[src/rtl/pipelined_rc_adder.sv]
// rtl/pipelined_rc_adder.sv - ripple-carry adder/subtractor split into STAGES registered chunks
// with operand skew, sum deskew and a valid/ready handshake that stalls the whole pipe.
module pipelined_rc_adder #(
  parameter int WIDTH  = 16,
  parameter int STAGES = 4
) (
  input  logic             clk,
  input  logic             rst_n,
  input  logic             in_valid,
  output logic             in_ready,
  input  logic [WIDTH-1:0] a,
  input  logic [WIDTH-1:0] b,
  input  logic             cin,
  input  logic             sub,
  output logic             out_valid,
  input  logic             out_ready,
  output logic [WIDTH-1:0] s,
  output logic             cout,
  output logic             ovf
);

  localparam int CHUNK = WIDTH / STAGES;

  logic              advance;

  logic [WIDTH-1:0]  a_q [STAGES];
  logic [WIDTH-1:0]  a_d [STAGES];
  logic [WIDTH-1:0]  b_q [STAGES];
  logic [WIDTH-1:0]  b_d [STAGES];
  logic [WIDTH-1:0]  s_q [STAGES];
  logic [WIDTH-1:0]  s_d [STAGES];
  logic [STAGES-1:0] valid_q;
  logic [STAGES-1:0] valid_d;
  logic [STAGES-1:0] carry_q;
  logic [STAGES-1:0] carry_d;
  logic              ovf_q;
  logic              ovf_d;

  // Stage inputs: stage 0 reads the ports, stage k reads the registers of stage k-1.
  logic [WIDTH-1:0]  src_a [STAGES];
  logic [WIDTH-1:0]  src_b [STAGES];
  logic [WIDTH-1:0]  src_s [STAGES];
  logic [STAGES-1:0] src_c;
  logic [STAGES-1:0] src_v;
  logic [CHUNK:0]    chunk_sum [STAGES];

  always_comb begin
    advance = !valid_q[STAGES-1] || out_ready;

    // Subtraction is a + ~b + 1: b is inverted once on entry and the +1 rides in as carry-in.
    src_a[0] = a;
    src_b[0] = b ^ {WIDTH{sub}};
    src_s[0] = '0;
    src_c[0] = sub | cin;
    src_v[0] = in_valid;
    for (int k = 1; k < STAGES; k++) begin
      src_a[k] = a_q[k-1];
      src_b[k] = b_q[k-1];
      src_s[k] = s_q[k-1];
      src_c[k] = carry_q[k-1];
      src_v[k] = valid_q[k-1];
    end

    for (int k = 0; k < STAGES; k++) begin
      chunk_sum[k] = {1'b0, src_a[k][k*CHUNK +: CHUNK]}
                   + {1'b0, src_b[k][k*CHUNK +: CHUNK]}
                   + {{CHUNK{1'b0}}, src_c[k]};
      a_d[k]       = src_a[k];
      b_d[k]       = src_b[k];
      s_d[k]       = src_s[k];
      s_d[k][k*CHUNK +: CHUNK] = chunk_sum[k][CHUNK-1:0];
      carry_d[k]   = chunk_sum[k][CHUNK];
      valid_d[k]   = src_v[k];
    end

    // Carry into the MSB is recovered as a ^ b ^ sum at that bit.
    ovf_d = src_a[STAGES-1][WIDTH-1] ^ src_b[STAGES-1][WIDTH-1]
          ^ s_d[STAGES-1][WIDTH-1] ^ carry_d[STAGES-1];
  end

  always_ff @(posedge clk or negedge rst_n) begin
    if (!rst_n) begin
      valid_q <= '0;
      carry_q <= '0;
      ovf_q   <= 1'b0;
      for (int k = 0; k < STAGES; k++) begin
        a_q[k] <= '0;
        b_q[k] <= '0;
        s_q[k] <= '0;
      end
    end else if (advance) begin
      valid_q <= valid_d;
      carry_q <= carry_d;
      ovf_q   <= ovf_d;
      for (int k = 0; k < STAGES; k++) begin
        a_q[k] <= a_d[k];
        b_q[k] <= b_d[k];
        s_q[k] <= s_d[k];
      end
    end
  end

  assign in_ready  = advance;
  assign out_valid = valid_q[STAGES-1];
  assign s         = s_q[STAGES-1];
  assign cout      = carry_q[STAGES-1];
  assign ovf       = ovf_q;

endmodule

[config.mk]
export PLATFORM = sky130hd
export DESIGN_NAME = pipelined_rc_adder
export DESIGN_NICKNAME = d
export VERILOG_FILES = /design/src/rtl/pipelined_rc_adder.sv
export SDC_FILE = /design/constraint.sdc
export NUM_CORES = 1
export LEC_CHECK = 0
export ABC_AREA = 1
export BUFFER_PORTS_ARGS = -buffer_cell sky130_fd_sc_hd__buf_4
export CAP_MARGIN = 20
export CORE_MARGIN = 2
export CORE_UTILIZATION = 41
export CTS_BUF_LIST = sky130_fd_sc_hd__clkbuf_8
export DETAILED_ROUTE_END_ITERATION = 7
export PLACE_DENSITY = 0.66
export SKIP_LAST_GASP = 1
export SYNTH_ARGS = -nofsm -noshare
export SYNTH_HDL_FRONTEND = slang
export SYNTH_SLANG_ARGS = --single-unit
[constraint.sdc]
create_clock -name clk -period 2.1 [get_ports clk]
set_clock_uncertainty 0.2 [all_clocks]
set_input_delay 0.21 -clock clk [delete_from_list [all_inputs] [get_ports clk]]
set_output_delay 0.21 -clock clk [all_outputs]
set_load 0.01 [all_outputs]
---- After elaboration in Yosys (flattened, before gate mapping) ----
Cells that the tools add are included.
W data, S select, Z words.
word-level totals
  register bits ........................... 145
  latch bits .............................. 0
  bits in writable memories ............... 0
  ROM bits ................................ 0
  input bits .............................. 38
  output and inout bits ................... 20
  logic and storage cells ................. 28
  memories kept ........................... 0
operators by class
  $add $sub $neg .......................... 8
  $mul .................................... 0
  div/mod/pow operators ................... 0
  order comparisons ....................... 0
  eq/ne operators ......................... 0
  shift-type cells ........................ 0
  mux-type cells .......................... 0
  bitwise operators ....................... 5
  reductions and logical operators ........ 2
operators by type and width
  cell                count
  $add A4 B4 Y5       4
  $add A5 B1 Y5       4
  $xor A16 B16 Y16    1
  $xor A1 B1 Y1       3
  $logic_not A1 Y1    1
  $logic_or A1 B1 Y1  1
  $or A1 B1 Y1        1

---- Logic depth before layout (Yosys ltp) ----
Gate-level depths: netlist of run 1.
  depth in word-level cells ............... 4
  gate-level depth with buffers ........... 9
  mapped depth without buffers ............ 8

---- Worst setup path after synthesis of run 1 ----
Ideal clock, no wire load.
  path type ............................... input to register
  start point ............................. input sub
  end point ............................... register carry_q[0]
  library setup time ...................... 0.126 ns
  arrival time ............................ 1.846 ns
  data required time ...................... 1.774 ns
  setup slack ............................. -0.071 ns
  stages .................................. 9
  buffers on the path ..................... 2
  cell sequence ........................... buf_6 -> buf_6 -> or2_2 -> fa_1 -> fa_1 -> nand2_1 -> inv_1 -> o21ai_0 -> a21oi_1
between the ends
  word-level cells in the longest chain between the ends .. 3
  elaborated cells between the ends (all ways) .. 4
  classes of those cells .................. add/sub: 2; bitwise: 2
RTL lines
  what                    line  text
  start: declaration      14    input logic sub,
  $xor A16 B16 Y16        52    src_b[0] = b ^ {WIDTH{sub}};
  $add A4 B4 Y5           66    + {1'b0, src_b[k][k*CHUNK +: CHUNK]}
  $add A5 B1 Y5 *         67    + {{CHUNK{1'b0}}, src_c[k]};
  end signal: assignment  93    carry_q <= carry_d;
  end: declaration        34    logic [STAGES-1:0] carry_q;
Mark *: on every way between the ends. The rest lies on a longest branch, timed or not.
A chain may end at the register's enable or synchronous reset.

---- Worst setup path after layout of run 1 ----
  start point ............................. register a_q (netlist bit a_d[36])
  end point ............................... register carry_q[1]
between the ends
  word-level cells in the longest chain between the ends .. 2
RTL lines
  what                              line  text
  start: declaration                26    logic [WIDTH-1:0] a_q [STAGES];
  start signal: indexed assignment  96    a_q[k] <= a_d[k];
  $add A4 B4 Y5                     66
  $add A5 B1 Y5                     67
Every way passes these cells.

==> metrics.yaml, run 1 <==
leakagePower_uw: 0.002690
yosys.area.top_type: "dfrtp_1"
post_cts_buffers: 0
min_path_type: "input pin to flop"
syn_nets: 529
pwr-share-comb_pct: 38.3
syn_area_mm2: 0.004329
die_y_um: 106.8
num_rows: 37
p_int_uw: 4378
synthTopCellsByArea: "dfrtp_1 (56%), nand2_1 (17%), o21ai_0 (5.0%), fa_1 (3.7%), ha_1 (3.5%)"
grt_pass1_wl_um: 13850
port_buffers: 57
gp_congestion: 0.8351
final_cell_mix: "nand2_1 (195), dfrtp_1 (97), buf_4 (60)"
cts_root_buf: "clkbuf_8"
core_mm2: 0.01028
ys_seq_area_share_pct: 56.07
slew_headroom_pct: 65.79
grt_pass1_vias: 3179
wl_per_cell_um: 11.48
seq_power_share_pct: 45.4
grt_max_degree: 113
crit_chain: "fa_1 -> fa_1 -> nand2_1 -> inv_1 -> o21ai_0 -> a21oi_1"
first_iter_violations: 187
worst_path_max_delay_cell: "fa_1"
synth_compound_gate_area_share_pct: 7.052
setup_tns_ns: 0
cts_buffer_depth: 2
drv_cap: 0
htree_levels: 3
firstDrtPassIters: 4
die_w_um: 106.8
p_sw_uw: 2541
crit_family: "adder cells"
crit_type: "flop to flop"
final_util_pct: 51.66
synth_top_family_by_area: "simple AND/OR/NAND/NOR gates"
layout_commonest_cell: "nand2_1"
muxShareOfSynthArea_pct: 0
period_needed_ns: 1.973
fin_nets: 607
ios: 58
max_stage_delay_ns: 0.46
outcome: "finished, final reports clean"
synthAdderAreaFrac_pct: 7.168
synth_seq_cells: 97
hold_viol: 0
rsz0062_at_grt: "false"
pwr-share-clk_pct: 16.3
die_area_mm2: 0.01140
cpMostUsedCell: "fa_1"
endpoint_kind: "flop"
cts.sinks: 97
cellPowerDensity_mw_per_mm2: 1303
crit_fanout: 2
path_clk_slew_ns: 0.09
dp_slack_ns: 0.05543
start_util_pct: 42.12
antenna_cells: 0
grt-ovfl-total: 0
setup_viol: 0
clk_latency_ns: 0.36
hpwlAfterDp_um: 5097
syn_avg_cell_area_um2: 9.191
totalWireLength_um: 7908
viasPerCell: 4.553
ir_drop_v: 0.0005766
finalWorstSetupSlack_ns: 0.1267
yosys.area_share.simple_pct: 20.55
area_delta_synth_final_pct: 22.63
cts_made_buffers: 9
antenna_found_initial: 0
fin_crit_sh_pct: 93.97
cts_tree: "yes"
drive_gt1_share_pct: 15.37
maxSlewViolCount: 0
cp_data_arrival_time_ns: 2.01
ys_warn_count: 0
netSwitchingFraction_pct: 36.73
synth_xor_area_share_pct: 3.237
vias: 3137
max_freq_mhz: 506.8
worstMarginPinSlew_ns: 0.5132
cp-start-kind: "flop"
yosysUniqueCellTypes: 21
drtAntennaViolNets: 0
yosys.area.top_type_share_pct: 56.07
netlist_instances: 471
drc: 0
crit_buf_inv: 1
required_ns: 2.14
grt_use_total_pct: 15.14
## path summary, 6_finish.rpt
check | start | to | slack (ns) | cells after the start
max in group asynchronous | rst_n | s_d[10] | 1.07 | 3
worst max-delay path | a_d[36] | carry_q[1] | 0.13 | 6
worst min register to register | b_d[44] | b_d[28] | 0.27 | 2
worst min-delay path | a[0] | s_d[32] | 0.06 | 4
worst max register to register | a_d[36] | carry_q[1] | 0.13 | 6
min in group asynchronous | rst_n | s_d[32] | 0.21 | 3
## logic make-up after synthesis
family	after synthesis
xor gates and xnor gates	16
and+or+nand+nor	227
AOI/OAI and AO/OA	60
buffers and inverters	51
DFF	97
adders and majority gates	20
## power groups by stage
stage	combinational, µW	clock [µW]	sequential [µW]
after global routing	3100	1240	3250
after detailed placement	2630	0	3190
after floorplan	1820	0	3160
final	2650	1130	3140
after global placement	2540	0	3150
after CTS	2690	1160	3150
## synth_stat cells
master / instances
xor2_1: 4
nor2_4: 1
ha_1: 12
clkbuf_1: 1
nand3_1: 15
o31ai_1: 2
buf_4: 8
nand3b_1: 1
inv_2: 1
xnor2_1: 12
dfrtp_1: 97
nand2_1: 195
a21oi_1: 7
inv_1: 28
fa_1: 8
or2_2: 3
o21ai_1: 8
buf_6: 3
o21ai_0: 43
buf_2: 10
nor2_1: 12
## what timing repair did
item,in CTS,in global routing
hold buffers,26,0
hold endpoints to repair,122,0
endpoints found under the setup margin,0,1
gates resized for setup,0,2
## tightest hold or removal path, delay by kind of cell
family / cells / cell delay [ns]
simple gates: 2 / 0.10
buf+inv: 1 / 0.09
fa+ha+maj: 1 / 0.19
## layout make-up
| cell class | instances | area, µm² |
|---|---|---|
| fill | 984 | 4969 |
| sequential | 97 | 2427 |
| multi-input combinational | 323 | 1655 |
| timing repair buffer | 89 | 770.7 |
| tap | 136 | 170.2 |
| clock buffer | 9 | 123.9 |
| inverter | 29 | 108.9 |
| clock inverter | 6 | 52.55 |
## routing by layer
layer  GRT usage (%)  routed length, µm
met4           5.195                 94
met5               0                  0
met2           24.52               3505
met1           20.15               4040
met3           3.465                268
## metrics by stage
step	hold slack (ns)	cells	power, µW	instance area (µm²)
floorplan	-0.2856	471	4979	4334
global placement	0.1018	648	5691	4867
detailed placement	0.1057	648	5818	4867
CTS	0.03673	689	7002	5304
global route	0.05737	689	7587	5309
finish	0.05671	689	6920	5309
## flip-flops by register name, summed over array words and instances (netlist names)
signal,count
s,16
ovf,1
a_d,24
b_d,24
s_d,24
carry_q,4
valid_q,4
Power figures use the tool's default switching activity.
==> run 2: changes to the inputs <==
Settings changed: CORE_UTILIZATION 41 to 50, PLACE_DENSITY 0.66 to 0.77.
==> run 2 against run 1 <==
Sequential power about the same. Total power grew 3.5%. Fmax fell by 1.2%. Hold slack about the same. Non-clock buffer count grew 3. Register-to-register slack got worse by 0.02 ns. Die area is 17% lower. Via count grew 2.2%. Sequential cell count unchanged. First-iteration DRC count is 18% lower. Utilization increased by 12 points. Critical path type unchanged. Largest cell class unchanged. Largest power group unchanged. Highest routed layer unchanged.
==> metrics.yaml, run 2 (synthesized netlist as in run 1, its figures left out) <==
required_ns: 2.15
multi_input_area_mm2: 0.001653
cts_made_buffers: 9
drv_cap: 0
htree_levels: 3
core_mm2: 0.008299
outcome: "finished, final reports clean"
fillerInstances: 668
ir_drop_v: 0.0005056
fin_nets: 610
start_util_pct: 52.16
gr-usage-met3_pct: 4.245
max_stage_delay_ns: 0.42
setup_tns_ns: 0
min_path_type: "input pin to flop"
regArea_mm2: 0.002427
cp_data_arrival_time_ns: 2.05
setup_viol: 0
hpwlAfterDp_um: 5432
grt_max_degree: 113
cts_root_buf: "clkbuf_8"
port_buffers: 57
cts_buffer_depth: 2
viasPerCell: 4.858
crit_family: "adder cells"
cpMostUsedCell: "nand2_1"
drtAntennaViolNets: 0
crit_fanout: 3
grt_use_total_pct: 18.88
endpoint_kind: "flop"
grt-ovfl-total: 0
die_w_um: 97.05
num_rows: 33
fin_crit_sh_pct: 95.10
layout_commonest_cell: "nand2_1"
crit_type: "flop to flop"
cp-start-kind: "flop"
max_freq_mhz: 500.7
crit_buf_inv: 0
drc: 0
hold_viol: 0
hold_ws_ns: 0.05659
period_needed_ns: 1.997
first_iter_violations: 154
cts.sinks: 97
firstDrtPassIters: 4
antenna_found_initial: 0
wl_per_cell_um: 12.50
grt_pass1_vias: 3176
clk_latency_ns: 0.36
area_delta_synth_final_pct: 22.98
crit_chain: "fa_2 -> fa_1 -> nand2_1 -> nand2_1 -> nand2_1 -> nand2_1 -> nand3_1 -> nand2_1"
leakagePower_uw: 0.002714
worstMarginPinSlew_ns: 0.6439
ios: 58
gp_congestion: 0.8644
drive_gt1_share_pct: 15.68
slew_headroom_pct: 57.08
grt_pass1_wl_um: 14490
worst_path_max_delay_cell: "fa_2"
path_clk_slew_ns: 0.08
cts_tree: "yes"
grt_busiest_layer: "met2"
totalWireLength_um: 8247
final_cell_mix: "nand2_1 (195), dfrtp_1 (97), buf_4 (62)"
antenna_cells: 0
cellPowerDensity_mw_per_mm2: 1345
met1_usage_pct: 24.83
die_area_mm2: 0.009419
vias: 3206
use_met2_pct: 31.04
maxSlewViolCount: 0
die_y_um: 97.05
rsz0062_at_grt: "false"
[run 2: cell type report]
class / instances / area share [%]
Tap cell: 105 / 2.468
Timing Repair Buffer: 92 / 15.14
Clock buffer: 9 / 2.327
Inverter: 29 / 2.045
Sequential cell: 97 / 45.59
Multi-Input combinational cell: 323 / 31.05
Clock inverter: 5 / 1.387
[run 2: routing by layer]
metal / part of all wire [%] / vias to the layer above
met3: 4.5 / 18
met5: 0 / -
met1: 46 / 1475
li1: - / 1633
met4: 2.3 / 0
met2: 47 / 80
[run 2: final timing paths]
check	start	endpoint	slack [ns]	depth (start not counted)
worst max register to register	a_d[12]	ovf	0.10	8
max in group asynchronous	rst_n	s_d[35]	0.91	3
min in group asynchronous	rst_n	s_d[32]	0.22	2
worst min-delay path	a[0]	s_d[32]	0.06	4
worst min register to register	s_d[9]	s[9]	0.27	2
worst max-delay path	a_d[12]	ovf	0.10	8
[run 2: repair_timing]
item | 4_1_cts | 5_1_grt
buffers inserted | 0 | 0
hold endpoints to repair | 73 | 0
endpoints found under the setup margin | 0 | 2
hold buffers | 26 | 0
gates resized for setup | 0 | 1
[run 2: through the flow]
step / cell area, µm² / setup WS (ns) / total power, µW / cells / utilization (%)
6_report: 5324 / 0.1028 / 7159 / 660 / 64.15
5_1_grt: 5324 / 0.03302 / 7806 / 660 / 64.15
4_1_cts: 5321 / 0.04610 / 7210 / 660 / 64.12
3_5_place_dp: 4863 / 0.05378 / 5871 / 620 / 58.60
3_3_place_gp: 4863 / 0.1108 / 5691 / 620 / 58.60
2_1_floorplan: 4334 / 0.01937 / 4979 / 471 / -
[run 2: power by group]
group          total [µW]  leakage [µW]  internal [µW]  switching, µW
clock                1240      0.000106            650            592
sequential           3150       0.00117           2690            455
combinational        2770       0.00143           1180           1590
[run 2: worst min-delay path, cell delays in order]
cell,delay [ns]
buf_4,0.09
fa_2,0.19
nand2_1,0.05
nand2_1,0.04
==> run 3: changes to the inputs <==
==> constraint.sdc (replaced) <==
create_clock -name clk -period 2.1 [get_ports clk]
set_clock_uncertainty 0.2 [all_clocks]
set_input_delay 0.525 -clock clk [delete_from_list [all_inputs] [get_ports clk]]
set_output_delay 0.525 -clock clk [all_outputs]
set_load 0.01 [all_outputs]
==> run 3 against run 2 <==
Register-to-register slack better by 0.03 ns. Combinational power is 3% lower. Total power is 2.6% lower. Hold slack better by 0.094 ns. Sequential share of layout area is 2.5 points higher. Via count is 4.3% lower.
==> metrics.yaml, run 3 (synthesized netlist as in run 1, its figures left out) <==
port_buffers: 57
setup_viol: 0
ff2ff_setup_slack_ns: 0.14
drv_cap: 0
netSwitchingFraction_pct: 37.31
drc: 0
crit_start: "a_d[36]"
die_area_mm2: 0.009419
gp_congestion: 0.8406
antenna_cells: 0
cp_data_arrival_time_ns: 2.00
min_path_type: "input pin to flop"
die_w_um: 97.05
min_from: "a[14]"
grt_max_degree: 83
outcome: "finished, final reports clean"
period_needed_ns: 1.962
wl_per_cell_um: 12.16
totalWireLength_um: 7732
worstMarginPinSlew_ns: 0.3964
vias: 3068
hold_ws_ns: 0.1508
layout_commonest_cell: "nand2_1"
start_util_pct: 52.16
hold_viol: 0
viasPerCell: 4.824
final_util_pct: 60.82
path_clk_slew_ns: 0.09
die_y_um: 97.05
firstDrtPassIters: 4
max_freq_mhz: 509.6
hold_depth: 3
dpl_cell_area_mm2: 0.004846
grt-ovfl-total: 0
required_ns: 2.14
area_delta_synth_final_pct: 16.59
cts_buffer_depth: 2
first_iter_violations: 210
num_rows: 33
cts_made_buffers: 9
grt_pass1_vias: 3181
drive_gt1_share_pct: 16.76
fillerInstances: 732
ir_drop_v: 0.0004527
antenna_found_initial: 0
fin_crit_sh_pct: 93.45
post_cts_buffers: 0
multi_input_area_mm2: 0.001658
leakagePower_uw: 0.002599
setup_tns_ns: 0
cp-start-kind: "flop"
reg2reg_to: "carry_q[1]"
ios: 58
hpwlAfterDp_um: 5403
worstRegToRegCells: 6
grt_use_total_pct: 18.19
cts_tree: "yes"
fin_nets: 584
clk_latency_ns: 0.36
rsz0062_at_grt: "false"
endpoint_kind: "flop"
pwr-share-clk_pct: 16.5
p_sw_uw: 2601
seq_power_share_pct: 45.0
pwr-share-comb_pct: 38.5
p_int_uw: 4371
grt_pass1_wl_um: 14070
cts_root_buf: "clkbuf_8"
whs_endpoint: "a_d[46]"
maxSlewViolCount: 0
slew_headroom_pct: 73.57
drtAntennaViolNets: 0
final_cell_mix: "nand2_1 (195), dfrtp_1 (97), buf_4 (62)"
regArea_mm2: 0.002427
cellPowerDensity_mw_per_mm2: 1381
cts.sinks: 97
core_mm2: 0.008299
r2r_start: "a_d[36]"
crit_type: "flop to flop"
crit_fanout: 2
htree_levels: 3
final_cell_area_mm2: 0.005047
run 3: power groups by stage:
stage	sequential, µW	clock (µW)	combinational [µW]
floorplan	3160	0	1820
global placement	3140	0	2530
detailed placement	3180	0	2680
CTS	3140	1180	2700
global route	3240	1270	3110
finish	3140	1150	2680
run 3: area by class of cell:
type	count	area share, %
clock buffer	9	2.454
clock inverter	7	1.239
inverter	29	2.157
multi-input combinational	323	32.85
sequential	97	48.09
tap	105	2.603
timing repair buffer	66	10.61
run 3: worst max-delay path by stage:
stage	endpoint	slack (ns)
after CTS	ovf	0.07
final	carry_q[1]	0.14
after global placement	carry_q[0]	-0.14
after detailed placement	carry_q[0]	-0.17
after floorplan	carry_q[0]	-0.23
after global routing	carry_q[1]	0.06
run 3: what timing repair did:
item	4_1_cts	5_1_grt
resized for setup	0	2
endpoints found under the hold margin	28	0
endpoints found under the setup margin	0	1
hold buffers	1	0
run 3: metal layers:
layer	up-vias	track usage, %	wire length, µm
met5	-	0	0
met4	0	8.126	120
met3	9	3.957	330
met2	69	29.75	3587
met1	1413	23.42	3694
li1	1577	-	-
run 3: stage by stage:
step | setup WS [ns] | cells | total power (µW)
final | 0.1376 | 636 | 6972
after detailed placement | -0.1719 | 619 | 5852
after floorplan | -0.2259 | 471 | 4983
after global placement | -0.1447 | 619 | 5670
after global routing | 0.05943 | 636 | 7624
after CTS | 0.07041 | 636 | 7023
run 3: worst max-delay path, stage by stage (launching register included):
cell and delay, ns:
dfrtp_1 0.41, fa_1 0.47, fa_1 0.41, nand2_1 0.08, inv_1 0.04, o21ai_0 0.15, a21oi_1 0.08
